**src/rtl/timer_counter.sv**
```systemverilog
// timer_counter: down-counting timer with CTRL/PRESET/COUNT registers and a maskable interrupt.
// Defining TC_PRESCALE_EN adds an 8-bit prescaler programmed through CTRL[15:8].
//
// state | meaning
// IDLE  | stopped, COUNT held, waiting for CTRL.EN
// LOAD  | COUNT <= PRESET
// CNT   | COUNT decrements on every tick
// INT   | terminal count reached, pending flag set on entry
module timer_counter #(
  parameter logic [31:0] PRESET_INIT = 32'h0
) (
  input  logic        clk,
  input  logic        reset,
  input  logic [1:0]  addr,
  input  logic        we,
  input  logic [31:0] din,
  output logic [31:0] dout,
  output logic        irq
);

  localparam logic [1:0] ADDR_CTRL   = 2'd0;
  localparam logic [1:0] ADDR_PRESET = 2'd1;
  localparam logic [1:0] ADDR_COUNT  = 2'd2;

  typedef enum logic [1:0] {IDLE, LOAD, CNT, INT} state_t;

  state_t      state_q, state_d;
  logic        en_q, en_d;
  logic [1:0]  mode_q, mode_d;
  logic        im_q, im_d;
  logic [31:0] preset_q, preset_d;
  logic [31:0] count_q, count_d;
  logic        flag_q, flag_d;

  logic        wr_ctrl, wr_preset;
  logic        en_eff;
  logic        auto_reload;
  logic        tick;
  logic [7:0]  psc_rd;

  assign wr_ctrl     = we && (addr == ADDR_CTRL);
  assign wr_preset   = we && (addr == ADDR_PRESET);
  // A CTRL write lands in the same edge the FSM acts on, so EN is looked at through the write.
  assign en_eff      = wr_ctrl ? din[0] : en_q;
  assign auto_reload = (mode_q == 2'b01);

`ifdef TC_PRESCALE_EN
  logic [7:0] psc_q, psc_d;
  logic [7:0] pcnt_q, pcnt_d;

  // >= keeps the tick period sane if PSC is lowered below the running count.
  assign tick   = (pcnt_q >= psc_q);
  assign psc_rd = psc_q;

  always_comb begin
    psc_d  = wr_ctrl ? din[15:8] : psc_q;
    pcnt_d = 8'd0;
    if (state_q == CNT && !tick) begin
      pcnt_d = pcnt_q + 8'd1;
    end
  end

  always_ff @(posedge clk or negedge reset) begin
    if (!reset) begin
      psc_q  <= 8'd0;
      pcnt_q <= 8'd0;
    end else begin
      psc_q  <= psc_d;
      pcnt_q <= pcnt_d;
    end
  end

  logic unused_din;
  assign unused_din = ^{din[31:16], din[7:4]};
`else
  assign tick   = 1'b1;
  assign psc_rd = 8'd0;

  logic unused_din;
  assign unused_din = ^{din[31:8], din[7:4]};
`endif

  always_comb begin
    mode_d   = wr_ctrl ? din[2:1] : mode_q;
    im_d     = wr_ctrl ? din[3] : im_q;
    preset_d = wr_preset ? din : preset_q;
  end

  always_comb begin
    state_d = state_q;
    count_d = count_q;
    en_d    = en_q;
    flag_d  = flag_q;

    case (state_q)
      IDLE: begin
        if (en_eff) state_d = LOAD;
      end
      LOAD: begin
        count_d = preset_q;
        state_d = CNT;
      end
      CNT: begin
        if (!en_eff) begin
          state_d = IDLE;
        end else if (tick) begin
          if (count_q > 32'd1) begin
            count_d = count_q - 32'd1;
          end else begin
            count_d = 32'd0;
            state_d = INT;
          end
        end
      end
      INT: begin
        if (auto_reload) begin
          state_d = LOAD;
        end else begin
          state_d = IDLE;
          en_d    = 1'b0;
        end
      end
      default: state_d = IDLE;
    endcase

    if (wr_ctrl) en_d = din[0];

    // Setting on INT entry outranks every clear so a coinciding write cannot drop an interrupt.
    if (state_d == INT && state_q != INT) begin
      flag_d = 1'b1;
    end else if (state_q == INT && auto_reload) begin
      flag_d = 1'b0;
    end else if (wr_ctrl || wr_preset) begin
      flag_d = 1'b0;
    end
  end

  always_ff @(posedge clk or negedge reset) begin
    if (!reset) begin
      state_q  <= IDLE;
      en_q     <= 1'b0;
      mode_q   <= 2'b00;
      im_q     <= 1'b0;
      preset_q <= PRESET_INIT;
      count_q  <= 32'd0;
      flag_q   <= 1'b0;
    end else begin
      state_q  <= state_d;
      en_q     <= en_d;
      mode_q   <= mode_d;
      im_q     <= im_d;
      preset_q <= preset_d;
      count_q  <= count_d;
      flag_q   <= flag_d;
    end
  end

  assign irq = flag_q & im_q;

  always_comb begin
    dout = 32'd0;
    case (addr)
      ADDR_CTRL:   dout = {16'd0, psc_rd, 4'd0, im_q, mode_q, en_q};
      ADDR_PRESET: dout = preset_q;
      ADDR_COUNT:  dout = count_q;
      default:     dout = 32'd0;
    endcase
  end

endmodule

```
**config.mk**
```make
export PLATFORM = sky130hd
export DESIGN_NAME = timer_counter
export DESIGN_NICKNAME = d
export VERILOG_FILES = /design/src/rtl/timer_counter.sv
export SDC_FILE = /design/constraint.sdc
export NUM_CORES = 1
export LEC_CHECK = 0
export CORE_UTILIZATION = 54
export DETAILED_ROUTE_END_ITERATION = 12
export MAX_ROUTING_LAYER = met4
export PLACE_DENSITY = 0.79
export SLEW_MARGIN = 20
export SYNTH_ARGS = -nofsm -noshare
export SYNTH_HDL_FRONTEND = slang
export SYNTH_SLANG_ARGS = --single-unit
```
**constraint.sdc**
```tcl
create_clock -name clk -period 2.9 [get_ports clk]
set_clock_uncertainty 0.15 [all_clocks]
set_input_delay 0.58 -clock clk [delete_from_list [all_inputs] [get_ports clk]]
set_output_delay 0.58 -clock clk [all_outputs]
set_load 0.005 [all_outputs]
```
==> out/qor.csv <==
metric,value,unit
outcome,"complete, no violations",
post-placement cell area,5190,sq um
CP max FO,8,
static leakage,0.002186,uW
max-cap violation count,0,
Synth top area share,42.75,%
row count,31,
syn nets,452,
r2r setup slk,150,ps
final instance area,5443,sq um
fmax,0.3588,GHz
PortBufs,69,
Post-Route WL,12200,um
number of synthesized register bits,71,
Post-synth top flop,dfrtp_1,
metal2 WL,5807,um
Synth top cells by count,"71 x dfrtp_1, 37 x a22o_1, 36 x mux2_2",
Setup crit start kind,input port,
Worst Tran Pin Value,591.8,ps
worst-case clock buffer depth,2,
RSZ-0062 raised after global routing,false,
leading area contributor after synthesis,dfrtp_1,
post-synthesis cell area,4156,sq um
Crit-path slowest cell,clkdlybuf4s50_1,
met3 WL post-DR,767,um
crit path kind,input port to primary output,
pin count of the biggest net entering global routing,72,
CTS Sinks,71,
Mean Syn Cell Area,10.06,sq um
peak supply drop,452.4,uV
CP required,2170,ps
most numerous cell in the Yosys netlist,dfrtp_1,
Setup-failing EPs final,0,
via count of the first global-routing pass,3995,
metal1 wirelength,5305,um
first drt pass iteration count,5,
Starting DRT DRC Count,239,
WP data arrival,2060,ps
Post-DP HPWL,8027,um
global-route wire length before repair,20120,um
Highest Signal Layer,met4,
DIE WIDTH,89.74,um
Inserted Clock Buffers,9,
Area contributors post-synth,"dfrtp_1 43%, mux2_2 9.8%, a22o_1 7.8%",
GR Util All Layers,32.29,%
placer's final routability congestion estimate,0.8811,
vias post-DR,3959,
CTS tree,done,
final hold viol count,0,
vias per cell,6.566,
slew margin rel.,60.18,%
initial antenna violation count,0,
Final Net Count,541,
Die Area,8052,sq um
Synth Warn #,0,
Reg2Reg Depth,6,
DRT antenna net count,0,
pwr dens,853.8,nW/um^2
Final Max Slew Viols,0,
layout cells sized above 1,21.03,%
initial core utilization,56.70,%
worst min path class,input port to async pin,
CTS root buffer,clkbuf_8,
critical path endpoint category,primary output,
Syn-to-layout area delta,30.95,%
clock transition at the registers of the reported paths,70,ps
ANT cells,0,
Synth cell types,51,
"Cell Chain, Critical Path",dlygate4sd2_1 -> nor2b_4 -> buf_4 -> buf_12 -> nand2_1 -> o21ai_0 -> clkdlybuf4s50_1,
Tcrit/Tclk final,96.10,%
DRC viols,0,
die height,89.74,um
clock latency on the worst-skew pair,340,ps
Post-synth EDFFs,0,
CTS HTree Levels,3,
Post-Syn Instances,413,
GR Overflow Total,0,
final core area utilization,74.24,%
core area,7331,sq um
Slowest Stage Delay on Critical Path,540,ps
DR WL/cell,20.23,um
min Tclk post-route,2787,ps
io pins,70,
share of flip-flops with an asynchronous set or reset,100.0,%
register area share after synthesis,42.75,%
[stage by stage]
stage          std cells  total power (uW)  worst slack [ps]  hold slack (ps)  setup TNS (ps)
3_3_place_gp         586              3797            -7.543            356.2          -12.45
2_1_floorplan        413              2964             216.3            134.4               0
5_1_grt              603              4938             45.09            144.8               0
3_5_place_dp         586              3884            -84.07            363.0          -799.9
6_report             603              4647             113.2            93.60               0
4_1_cts              602              4617             77.56            127.6               0
[flip-flops by register name, summed over array words and instances, names as in the netlist]
register and cells:
count_q 32, state_q 2, en_q 1, flag_q 1, im_q 1, preset_q 32
mode_q 2
[worst paths after layout]
kind / from / end
setup / recovery: addr[0] / dout[3]
hold / removal: reset / preset_q[2]$_DFFE_PN0P_
setup reg to reg: count_q[6]$_DFFE_PN0P_ / count_q[5]$_DFFE_PN0P_
hold reg to reg: mode_q[0]$_DFFE_PN0P_ / mode_q[0]$_DFFE_PN0P_
max in group asynchronous: reset / count_q[5]$_DFFE_PN0P_
min in group clk: mode_q[0]$_DFFE_PN0P_ / mode_q[0]$_DFFE_PN0P_
[metal layers]
| metal | track usage [%] | vias up |
|---|---|---|
| li1 | - | 1798 |
| met1 | 41.82 | 1949 |
| met2 | 51.41 | 186 |
| met3 | 4.230 | 26 |
| met4 | 13.39 | 0 |
| met5 | - | - |
[layout by cell type, fill, tap and decap left out, types with 9 or more instances in the layout]
master,n
o31ai_1,12
buf_4,34
nand2_1,31
mux2_2,36
or3_1,9
clkdlybuf4s50_1,66
clkbuf_8,12
a22o_1,37
o21ai_0,18
nor2_1,17
dfrtp_1,71
a22oi_1,12
nor4_1,11
nand3_1,13
[area by class of cell]
class | count | area, sq um
Clock buffer | 12 | 165.2
Clock inverter | 1 | 5.005
Fill cell | 528 | 1888
Inverter | 8 | 30.03
Multi-Input combinational cell | 301 | 2223
Sequential cell | 71 | 1777
Tap cell | 99 | 123.9
Timing Repair Buffer | 111 | 1119
[power breakdown]
| group | switching (uW) | internal [uW] | leakage [uW] | total [uW] |
|---|---|---|---|---|
| clock network | 347 | 365 | 0.0000902 | 712 |
| logic | 1120 | 1080 | 0.00124 | 2200 |
| registers | 406 | 1330 | 0.000855 | 1740 |
| total | 1870 | 2780 | 0.00219 | 4650 |
[cell families after synthesis]
logic type,share of synthesized area [%]
AND/OR/NAND/NOR,16.98
adder cells (fa/ha/maj),0.6020
multiplexers,11.68
AO/OA/AOI/OAI,23.81
flip-flops,42.75
buffers and inverters,4.184
[worst max-delay path: cells and delay by family]
family / cells / cell delay [ps]
simple gates: 2 / 290
buf+inv: 4 / 1080
compound gates: 1 / 100
[timing repair]
item	4_1_cts	5_1_grt
resized for setup	4	1
hold endpoints to repair	0	0
cloned	2	0
hold buffers	0	0
setup endpoints to repair	32	2
buffers inserted	1	1
No activity file was read; power rests on OpenSTA's default activity.
